## src/rtl/ram_fifo_ctrl_pkg.sv

```systemverilog
// +----------------------------------------------------------------------+
// | ram_fifo_ctrl_pkg : shared defaults and status-flag bit positions    |
// | Revision 1.0                                                         |
// +----------------------------------------------------------------------+
`default_nettype none

package ram_fifo_ctrl_pkg;

  localparam int DEF_DATA_W = 16;
  localparam int DEF_ADDR_W = 8;

  // Bit positions used when the FIFO flags are mapped into a status register
  localparam int STAT_EMPTY_BIT     = 0;
  localparam int STAT_FULL_BIT      = 1;
  localparam int STAT_AFULL_BIT     = 2;
  localparam int STAT_OVERFLOW_BIT  = 3;
  localparam int STAT_UNDERFLOW_BIT = 4;
  localparam int STAT_W             = 5;

endpackage

`default_nettype wire

```

## src/rtl/ram_fifo_ctrl_fifo_ptr.sv

```systemverilog
// +----------------------------------------------------------------------+
// | fifo_ptr : modulo-DEPTH pointer with increment enable and sync clear |
// | Revision 1.0                                                         |
// +----------------------------------------------------------------------+
`default_nettype none

module fifo_ptr
  import ram_fifo_ctrl_pkg::*;
#(
  parameter int ADDR_W = DEF_ADDR_W
) (
  input  logic              clk,
  input  logic              rst,
  input  logic              clr_i,
  input  logic              inc_i,
  output logic [ADDR_W-1:0] ptr_o
);

  logic [ADDR_W-1:0] ptr_q;
  logic [ADDR_W-1:0] ptr_d;

  // DEPTH is a power of two, so natural binary overflow gives the wrap
  always_comb begin
    ptr_d = ptr_q;
    if (clr_i) begin
      ptr_d = '0;
    end else if (inc_i) begin
      ptr_d = ptr_q + 1'b1;
    end
  end

  always_ff @(posedge clk or negedge rst) begin
    if (!rst) begin
      ptr_q <= '0;
    end else begin
      ptr_q <= ptr_d;
    end
  end

  assign ptr_o = ptr_q;

endmodule

`default_nettype wire

```

## src/rtl/ram_fifo_ctrl.sv

```systemverilog
// +----------------------------------------------------------------------+
// | ram_fifo_ctrl : FIFO controller for an external RAM (1-cycle read)   |
// | Revision 1.0                                                         |
// +----------------------------------------------------------------------+
`default_nettype none

module ram_fifo_ctrl
  import ram_fifo_ctrl_pkg::*;
#(
  parameter int DATA_W    = DEF_DATA_W,
  parameter int ADDR_W    = DEF_ADDR_W,
  parameter int AFULL_LVL = 2**ADDR_W - 2
) (
  input  logic              clk,
  input  logic              rst,
  input  logic              i_clr,
  input  logic              i_push,
  input  logic [DATA_W-1:0] i_data,
  output logic              o_full,
  output logic              o_afull,
  input  logic              i_pop,
  output logic [DATA_W-1:0] o_data,
  output logic              o_valid,
  output logic              o_empty,
  output logic [ADDR_W:0]   o_count,
  output logic              o_overflow,
  output logic              o_underflow,
  output logic              o_ram_wr_en,
  output logic [ADDR_W-1:0] o_ram_wr_addr,
  output logic [DATA_W-1:0] o_ram_wr_data,
  output logic              o_ram_rd_en,
  output logic [ADDR_W-1:0] o_ram_rd_addr,
  input  logic [DATA_W-1:0] i_ram_rd_data
);

  localparam logic [ADDR_W:0] DEPTH_CNT = {1'b1, {ADDR_W{1'b0}}};

  logic [ADDR_W:0]   count_q, count_d;
  logic              valid_q, valid_d;
  logic              ovf_q, ovf_d;
  logic              unf_q, unf_d;
  logic              push_ok, pop_ok;
  logic [ADDR_W-1:0] wr_ptr, rd_ptr;

  assign o_full  = (count_q == DEPTH_CNT);
  assign o_empty = (count_q == '0);
  assign o_afull = (32'(count_q) >= 32'(AFULL_LVL));

  // Acceptance uses only registered flags, so read and write never share an address
  assign push_ok = i_push & ~o_full  & ~i_clr;
  assign pop_ok  = i_pop  & ~o_empty & ~i_clr;

  fifo_ptr #(.ADDR_W(ADDR_W)) u_wr_ptr (
    .clk   (clk),
    .rst   (rst),
    .clr_i (i_clr),
    .inc_i (push_ok),
    .ptr_o (wr_ptr)
  );

  fifo_ptr #(.ADDR_W(ADDR_W)) u_rd_ptr (
    .clk   (clk),
    .rst   (rst),
    .clr_i (i_clr),
    .inc_i (pop_ok),
    .ptr_o (rd_ptr)
  );

  always_comb begin
    count_d = count_q;
    valid_d = pop_ok;
    ovf_d   = ovf_q | (i_push & o_full);
    unf_d   = unf_q | (i_pop & o_empty);
    if (i_clr) begin
      count_d = '0;
      valid_d = 1'b0;
      ovf_d   = 1'b0;
      unf_d   = 1'b0;
    end else begin
      case ({push_ok, pop_ok})
        2'b10:   count_d = count_q + 1'b1;
        2'b01:   count_d = count_q - 1'b1;
        default: count_d = count_q;
      endcase
    end
  end

  always_ff @(posedge clk or negedge rst) begin
    if (!rst) begin
      count_q <= '0;
      valid_q <= 1'b0;
      ovf_q   <= 1'b0;
      unf_q   <= 1'b0;
    end else begin
      count_q <= count_d;
      valid_q <= valid_d;
      ovf_q   <= ovf_d;
      unf_q   <= unf_d;
    end
  end

  assign o_count       = count_q;
  assign o_valid       = valid_q;
  assign o_overflow    = ovf_q;
  assign o_underflow   = unf_q;
  assign o_data        = i_ram_rd_data;

  assign o_ram_wr_en   = push_ok;
  assign o_ram_wr_addr = wr_ptr;
  assign o_ram_wr_data = i_data;
  assign o_ram_rd_en   = pop_ok;
  assign o_ram_rd_addr = rd_ptr;

endmodule

`default_nettype wire

```

## config.mk

```make
export PLATFORM = sky130hd
export DESIGN_NAME = ram_fifo_ctrl
export DESIGN_NICKNAME = d
export VERILOG_FILES = /design/src/rtl/ram_fifo_ctrl_pkg.sv /design/src/rtl/ram_fifo_ctrl_fifo_ptr.sv /design/src/rtl/ram_fifo_ctrl.sv
export SDC_FILE = /design/constraint.sdc
export NUM_CORES = 1
export LEC_CHECK = 0
export ABC_AREA = 1
export CORE_ASPECT_RATIO = 0.9
export CORE_MARGIN = 4
export CORE_UTILIZATION = 60
export CTS_BUF_LIST = sky130_fd_sc_hd__clkbuf_4 sky130_fd_sc_hd__clkbuf_8
export DETAILED_ROUTE_END_ITERATION = 10
export DONT_BUFFER_PORTS = 1
export PLACE_DENSITY = 0.83
export RECOVER_POWER = 25
export SLEW_MARGIN = 25
export SYNTH_ARGS = -nofsm -noshare
export SYNTH_HDL_FRONTEND = slang
export SYNTH_SLANG_ARGS = --single-unit
```

## constraint.sdc

```tcl
create_clock -name clk -period 3.15 [get_ports clk]
set_input_delay 0.63 -clock clk [delete_from_list [all_inputs] [get_ports clk]]
set_output_delay 0.63 -clock clk [all_outputs]
set_load 0.1 [all_outputs]
```

After elaboration in Yosys (flattened, before gate mapping)

Index checks and enable logic that the tools add are counted.

Bits in registers: 28
Memories: 0
Bits in writable memories: 0
Word-level logic and storage cells: 38
Bits in latches: 0
Bits of input ports: 37
Output and inout port bits: 65
Bits in read-only memories: 0

Multipliers: 0
Add/subtract/negate cells: 4
Order comparisons: 1
Mux-type cells: 9
Shift operators: 0
Divide/modulo/power cells: 0
Reduce and logical (&&, ||, !) cells: 4
Bitwise gates (word level): 11
Equal/unequal tests: 3

Operators with widths:

| operator                                                               | count |
|---|---|
| 8-bit two-way mux                                                      | 4 |
| 9-bit one-hot mux with 2 select lines                                  | 1 |
| 8-bit by 1-bit adder with 8-bit output (second input constant)         | 2 |
| 9-bit by 1-bit adder with 9-bit output (second input constant)         | 1 |
| 9-bit == test (second input constant)                                  | 1 |
| 9-bit by 8-bit >= comparator with 1-bit output (second input constant) | 1 |
| 9-bit logical NOT                                                      | 1 |
| 9-bit two-way mux                                                      | 1 |
| 9-bit by 1-bit subtractor with 9-bit output (second input constant)    | 1 |
| 1-bit bitwise AND                                                      | 6 |
| 2-bit nonzero test                                                     | 2 |
| 1-bit two-way mux                                                      | 3 |
| 1-bit inverter                                                         | 3 |
| 3-bit nonzero test                                                     | 1 |
| 2-bit by 1-bit == test with 1-bit output (second input constant)       | 1 |
| 2-bit == test (second input constant)                                  | 1 |
| 1-bit OR                                                               | 2 |

Logic depth before layout (Yosys ltp)

Gate-level depths: netlist of the first run.

Word-level depth: 7
Depth in mapped cells: 16
Mapped depth without buffers: 16

By module

Synthesis of the first run repeated with hierarchy kept, for this count alone.

Cells, all modules: 278
Area, all modules: 2142.1 um2

Modules (own cells, without submodules):

| module        | times used | cells each | sequential area each (um2) | area each (um2) |
|---|---|---|---|---|
| ram_fifo_ctrl | 1          | 158        | 300.3                      | 1196.1 |
| fifo_ptr      | 2          | 60         | 200.2                      | 473.0 |

Worst setup path after synthesis of the first run

OpenSTA, ideal clock, no wires.

Path type: register to output
Start: reg count_q[1], in the netlist o_count[1]
End: out o_afull
Arrival time: 3301 ps
Cell stages (with the launch flop): 3
Path buffers: 0
Data required time: 2520 ps
Slack: -781 ps
Cells stage by stage: dfrtp_1 -> nand4_1 -> o21ai_0

Cells in the longest elaborated chain, start to end: 1

RTL lines:

| element                                        | line                | RTL |
|---|---|---|
| from (decl)                                    | ram_fifo_ctrl.sv:38 | `logic [ADDR_W:0] count_q, count_d;` |
| from (signal assigned)                         | ram_fifo_ctrl.sv:95 | `count_q <= count_d;` |
| 9-bit by 8-bit >= comparator with 1-bit output | ram_fifo_ctrl.sv:47 | `assign o_afull = (32'(count_q) >= 32'(AFULL_LVL));` |
| to (decl)                                      | ram_fifo_ctrl.sv:20 | `output logic o_afull,` |

Every way passes these cells.

Worst setup path after layout of the first run

Start: reg count_q[7], in the netlist o_count[7]
End: reg count_q[7], in the netlist o_count[7]

Cells in the longest elaborated chain, start to end: 7
Elaborated cells on any way between the ends: 15
Classes of those cells: add/sub: 2; eq/ne: 3; mux: 2; bitwise: 6; reduce/logical: 2

RTL lines:

| element                                                                          | line                                     | RTL |
|---|---|---|
| 9-bit == test / 9-bit logical NOT (equally long branches)                        | ram_fifo_ctrl.sv:45, ram_fifo_ctrl.sv:46 |  |
| 1-bit inverter (on tied branches)                                                | ram_fifo_ctrl.sv:50, ram_fifo_ctrl.sv:51 |  |
| 1-bit bitwise AND (on tied branches) (2 in series)                               | ram_fifo_ctrl.sv:50, ram_fifo_ctrl.sv:51 |  |
| 2-bit by 1-bit == test with 1-bit output / 2-bit == test (equally long branches) | ram_fifo_ctrl.sv:80                      | `case ({push_ok, pop_ok})` |
| 9-bit one-hot mux with 2 select lines                                            | ram_fifo_ctrl.sv:80                      |  |
| 9-bit two-way mux                                                                | ram_fifo_ctrl.sv:74                      | `if (i_clr) begin` |

Several ways; a longest one is shown, not always the timed one.
A chain may end at the register's enable or synchronous reset.

==> out/qor.csv, run 1 <==
metric,value,unit
status,"complete, no violations",
core,3090,µm²
post-route-min-period,2.630,ns
synth.area.top_cells,"dfrtp_1 (36%), buf_4 (12%), nand2_1 (7.4%), ha_1 (5.8%), inv_1 (4.8%)",
path_max_fanout,8,
setup_violations,0,
syn-num-nets,285,
cts_buffers,3,
fin_area,1996,µm²
hpwl,3.123,mm
antenna_found_initial,0,
synth.cell_area,1941,µm²
drt_wl_total,4.111,mm
initial_core_util,0.6279,
cp-end-kind,flip-flop,
first_pass_iters,4,
grt.total_usage,0.2030,
hold_viol_final,0,
ys_seq_elements,28,
rows,19,
synth_cell_types,30,
synthCells,238,
dp.cells,274,
cap_viol_max_count,0,
crit_family,simple AND/OR/NAND/NOR gates,
insertion_delay,0.34,ns
initialDrtViolationCount,78,
critPathLaunchType,flip-flop,
clock-root-buffer,clkbuf_4,
cts_buffer_depth,2,
most-common-layout-cells,"nand2_1 (38), dfrtp_1 (28), buf_4 (27)",
syn_area_per_cell,8.154,µm²
wl_met1,1.635,mm
fin_util,0.6457,
drive_gt1_frac,0.2110,
fin_ws,0.5196,ns
final_common_cell,nand2_1,
crit_arrival,2.87,ns
io_buffers,0,
placed_area,1956,µm²
wl_per_cell,14.73,µm
cts_tree,yes,
rsz0062_at_grt,false,
dp_slack,0.5644,ns
fin_cells,279,
route.met2.wl,1.984,mm
syn2layout_area_growth,2.837,%
clock_skew,0.006691,ns
tightestPinTransition,1.447,ns
yosysTopAreaCell,dfrtp_1,
crit_buf_inv,1,
postCtsResizedCells,0,
diodes,0,
num_io_pins,102,
report.final.slew_viol_count,0,
tns,0,ns
fmax,380.2,MHz
grt_overflow,0,
synth_top_area_frac,0.3611,
nNetsFinal,285,
holdWs,0.3230,ns
path_cells,"nor2_1, nand2_1, nor2_4, nand2_4, nand2_4, nand3_1, inv_1, ha_1, a21oi_1, nand2_1, nand4_1, o211ai_1, nor2_1, nor2_1, nand2_1, nand2_1",
yosysSeqAreaShare,0.3611,
vias,1554,
path_class,reg -> reg,
period_share,0.8350,
drt.antenna.violating_nets,0,
cts_max_level,1,
total_power,2.009,mW
cts.sinks,28,
relSlewSlack,0.03520,
hold_path_class,in -> reg,
top_layer,met4,
die_area,4209,µm²
crit_required,3.39,ns
route.met3.wl,389,µm
via_per_inst,5.570,
fp.dieW,67.95,µm
power_density,1007,nW/µm²
ir_drop,0.5219,mV
drc_errors,0,
critPathMaxStageDelay,0.41,ns
yosysWarnings,0,
nFillCells,245,
gp_congestion,0.9337,
path_clk_slew,0.15,ns
grt_pass1_wl,6.375,mm
grt_pass1_vias,1494,
die_h,61.95,µm
p_leak,0.9796,nW
slowest_stage,dfrtp_1,
cpMostUsedCell,nand2_1,
grt_max_degree,29,
-- where the power goes --
part / internal (mW) / total, mW / switching, mW
combinational: 0.268 / 1.27 / 1.01
clock: 0.0709 / 0.180 / 0.109
sequential: 0.421 / 0.554 / 0.133
total: 0.760 / 2.01 / 1.25
-- cell type report --
cell class / count / area, µm² / area share
clock buffer: 4 / 36.28 / 0.01818
sequential: 28 / 700.7 / 0.3511
timing repair buffer: 28 / 206.4 / 0.1034
inverter: 27 / 102.6 / 0.05141
tap: 42 / 52.55 / 0.02633
multi-input combinational: 150 / 897.1 / 0.4495
-- final timing paths --
| path | startpoint | to | slack (ns) | cells past startpoint |
|---|---|---|---|---|
| worst min register to register | o_count[8] | o_count[8] | 0.67 | 2 |
| max in group asynchronous | rst | u_wr_ptr.ptr_o[7] | 1.71 | 1 |
| min in group asynchronous | rst | u_wr_ptr.ptr_o[1] | 0.60 | 1 |
| worst max register to register | o_count[7] | o_count[7] | 0.52 | 16 |
| worst max-delay path | o_count[7] | o_count[7] | 0.52 | 16 |
| worst min-delay path | i_clr | o_overflow | 0.32 | 1 |
-- repair_timing --
item | in CTS | in global routing
hold buffers | 1 | 0
buffers inserted | 0 | 0
endpoints found under the hold margin | 28 | 0
-- cell usage after synthesis --
master,number
o22ai_1,6
o21a_1,1
xnor2_1,5
nor2_1,15
nand3_1,14
nand3_2,2
nor2_4,1
clkbuf_1,1
inv_2,1
xor2_1,7
nor2_2,2
nor3_2,1
fa_1,1
nor3_1,2
o211ai_1,3
a21oi_1,10
buf_4,32
o21ai_0,9
nor4_1,1
nand2_1,38
dfrtp_1,28
nand4_1,5
nand2_2,6
o21ai_1,7
clkinv_2,1
ha_1,9
nand2_4,3
inv_1,25
a21oi_2,1
nand3b_1,1
-- registers in the layout, indices dropped and copies added, names as in the netlist --
| name | flops |
|---|---|
| u_rd_ptr.ptr_o | 8 |
| u_wr_ptr.ptr_o | 8 |
| o_underflow | 1 |
| o_overflow | 1 |
| o_count | 9 |
| o_valid | 1 |
-- per-layer routing --
layer,vias up,track usage
met5,-,0
met2,60,0.3475
met1,731,0.2285
met3,15,0.05576
li1,748,-
met4,0,0.1190
-- cells by family after synthesis --
group	share of synthesized area
AO/OA/AOI/OAI	0.1064
XOR/XNOR	0.05416
adder cells (fa/ha/maj)	0.06834
buffers and inverters	0.1786
flip-flops	0.3611
AND/OR/NAND/NOR	0.2315
Note: power is estimated with default switching activity, not from simulation.
==> inputs of run 2 (changes only) <==
--- a/config.mk
+++ b/config.mk
@@ -8,11 +8,11 @@
 export ABC_AREA = 1
 export CORE_ASPECT_RATIO = 0.9
 export CORE_MARGIN = 4
-export CORE_UTILIZATION = 60
+export CORE_UTILIZATION = 59
 export CTS_BUF_LIST = sky130_fd_sc_hd__clkbuf_4 sky130_fd_sc_hd__clkbuf_8
 export DETAILED_ROUTE_END_ITERATION = 10
 export DONT_BUFFER_PORTS = 1
-export PLACE_DENSITY = 0.83
+export PLACE_DENSITY = 0.85
 export RECOVER_POWER = 25
 export SLEW_MARGIN = 25
 export SYNTH_ARGS = -nofsm -noshare
==> constraint.sdc (replaced) <==
create_clock -name clk -period 2.4 [get_ports clk]
set_input_delay 0.48 -clock clk [delete_from_list [all_inputs] [get_ports clk]]
set_output_delay 0.48 -clock clk [all_outputs]
set_load 0.1 [all_outputs]
==> run 2 against run 1 <==
Against the previous run:
- the run now ends with negative setup slack left
- final area grew 16%
- clock power is 110% higher
- non-clock buffer count is 17 higher
- power is 52% higher
- final cell count increased by 6.1%
- via count is 6.6% higher
- hold slack got worse by 0.070 ns
- critical path depth shrank 7
- worst setup slack lost 0.56 ns
- first-iteration DRC count rose by 36%
- largest power group unchanged
==> out/qor.csv, run 2 (synthesized netlist as in run 1, its figures left out) <==
metric,value,unit,change
p_leak,1.062,nW,was 0.9796 nW
worstRegToRegCells,16,,unchanged
grt_pass1_vias,1613,,"was 1,494"
nFillCells,220,,was 245
grt_max_degree,29,,unchanged
first_pass_iters,4,,unchanged
clock_skew,0.003148,ns,was 0.006691 ns
hold_path_class,in -> reg,,unchanged
dp.cells,281,,was 274
min_path_cells,1,,unchanged
core,3114,µm²,was 3090 µm²
cts_buffers,3,,unchanged
antenna_found_initial,0,,unchanged
crit_required,1.92,ns,was 3.39 ns
num_io_pins,102,,unchanged
fp.dieW,68.46,µm,was 67.95 µm
insertion_delay,0.28,ns,was 0.34 ns
nNetsFinal,302,,was 285
timing.reg2reg.setup_slack,0.02,ns,was 0.52 ns
drt_wl_total,4.610,mm,was 4.111 mm
diodes,0,,unchanged
rows,19,,unchanged
hold_viol_final,0,,unchanged
grt.total_usage,0.2058,,was 0.2030
cts_max_level,1,,unchanged
holdPathEnd,o_overflow,,unchanged
cts_buffer_depth,2,,unchanged
largest_reg_flops,9,,unchanged
report.final.slew_viol_count,0,,unchanged
violations,negative setup slack,,
relSlewSlack,0.02520,,was 0.03520
drc_errors,0,,unchanged
fmax,410.2,MHz,
tns,-0.03792,ns,was 0 ns
die_h,62.41,µm,was 61.95 µm
path_clk_slew,0.10,ns,was 0.15 ns
holdCritStartpoint,i_clr,,unchanged
final_common_cell,buf_4,,was nand2_1
holdWs,0.2533,ns,was 0.3230 ns
setup_violations,1,,was 0
cpMostUsedCell,buf_4,,was nand2_1
power_density,1319,nW/µm²,was 1007 nW/µm²
clock-root-buffer,clkbuf_8,,was clkbuf_4
cts.sinks,28,,unchanged
path_max_fanout,6,,was 8
cap_viol_max_count,0,,unchanged
initial_core_util,0.6231,,was 0.6279
die_area,4272,µm²,was 4209 µm²
hpwl,3.133,mm,was 3.123 mm
tightestPinTransition,1.462,ns,was 1.447 ns
via_per_inst,5.598,,was 5.570
reg2reg_from,o_count[4],,was o_count[7]
vias,1657,,"was 1,554"
crit_family,simple AND/OR/NAND/NOR gates,,unchanged
crit_buf_inv,4,,was 1
critPathLaunchType,flip-flop,,unchanged
ir_drop,0.5977,mV,was 0.5219 mV
path_cells,"nor2_2, nand2_1, nor2_4, nand2_4, buf_4, buf_4, nand3_2, inv_1, buf_6",,"was nor2_1, nand2_1, nor2_4, nand2_4, nand2_4, nand3_1, inv_1, ha_1, a21oi_1, nand2_1, nand4_1, o211ai_1, nor2_1, nor2_1, nand2_1, nand2_1"
status,finished with violations,,"was complete, no violations"
crit_arrival,1.96,ns,was 2.87 ns
rsz0062_at_grt,true,,was false
io_buffers,0,,unchanged
fin_ws,-0.03792,ns,was 0.5196 ns
period_share,1.016,,
drt.antenna.violating_nets,0,,unchanged
drive_gt1_frac,0.3504,,was 0.2110
total_power,3.060,mW,was 2.009 mW
critPathMaxStageDelay,0.50,ns,was 0.41 ns
wl_per_cell,15.57,µm,was 14.73 µm
post-route-min-period,2.438,ns,
gp_congestion,0.8496,,was 0.9337
grt_pass1_wl,6.886,mm,was 6.375 mm
fin_util,0.7449,,was 0.6457
most-common-layout-cells,"buf_4 (43), nand2_1 (38), inv_1 (24)",,"was nand2_1 (38), dfrtp_1 (28), buf_4 (27)"
path_class,reg -> out,,was reg -> reg
initialDrtViolationCount,106,,was 78
grt_overflow,0,,unchanged
slowest_stage,dfrtp_4,,was dfrtp_1
crit-reg2reg-capture,o_count[7],,unchanged
syn2layout_area_growth,19.54,%,was 2.837%
cp-end-kind,primary output,,was flip-flop
cts_tree,yes,,unchanged
fin_cells,296,,was 279
run 2: cell count changes in the layout (fill, tap and decap cells not counted), sizes merged:
cell    change
buf        +17
bufinv      +1
clkbuf      -1
run 2: per-stage QoR:
stage                     setup WS, ns  instance area (µm²)
after floorplan              -0.007054                 2039
after global placement         0.07810                 2103
after detailed placement       0.01355                 2103
after CTS                     0.002978                 2222
after global routing           -0.1492                 2320
final                         -0.03792                 2320
run 2: worst max-delay path by stage:
| stage | cells after the start | slack, ns | to | startpoint |
|---|---|---|---|---|
| 6_report | 9 | -0.04 | o_ram_wr_en | o_count[4] |
| 5_1_grt | 16 | -0.15 | o_count[7] | o_count[7] |
| 4_1_cts | 16 | 0.003 | o_count[7] | o_count[4] |
| 3_5_place_dp | 14 | 0.01 | o_count[8] | o_count[2] |
| 3_3_place_gp | 16 | 0.08 | o_count[7] | o_count[2] |
| 2_1_floorplan | 16 | -0.007 | o_count[7] | o_count[2] |
run 2: repair_timing:
| item | 4_1_cts | 5_1_grt |
|---|---|---|
| gates resized for setup | 1 | 13 |
| hold endpoints to repair | 28 | 0 |
| pin swaps | 2 | 12 |
| buffers inserted | 2 | 8 |
| setup endpoints to repair | 2 | 6 |
| hold buffers | 1 | 0 |
run 2: metal layers:
metal,part of all wire,global-route usage,up-vias
met2,0.52,0.3504,70
li1,-,-,784
met4,0.031,0.08685,0
met3,0.074,0.04137,16
met5,0,0,-
met1,0.38,0.2437,787
run 2: worst register-to-register path: stages, from the launching register on:
cell and delay (ns):
dfrtp_4 0.50, nor2_2 0.15, nand2_1 0.10, nor2_4 0.16, nand2_4 0.10, nand2_8 0.08
nand3_4 0.11, inv_8 0.13, ha_4 0.22, a21oi_2 0.15, nand2_1 0.10, nand4_1 0.08
o211ai_1 0.11, nor2_1 0.14, nor2_1 0.05, nand2_1 0.05, nand2_1 0.05
run 2: final cells by class:
class,instances,area (µm²),area share
Sequential cell,28,732.0,0.3155
Tap cell,42,52.55,0.02265
Multi-Input combinational cell,150,1016,0.4380
Inverter,27,110.1,0.04747
Clock buffer,3,41.29,0.01780
Clock inverter,1,30.03,0.01295
Timing Repair Buffer,45,337.8,0.1456
run 2: power breakdown:
part           total [mW]  switching (mW)  internal [mW]
logic                2.02            1.53          0.492
clock network       0.377           0.154          0.224
registers           0.665          0.0811          0.584
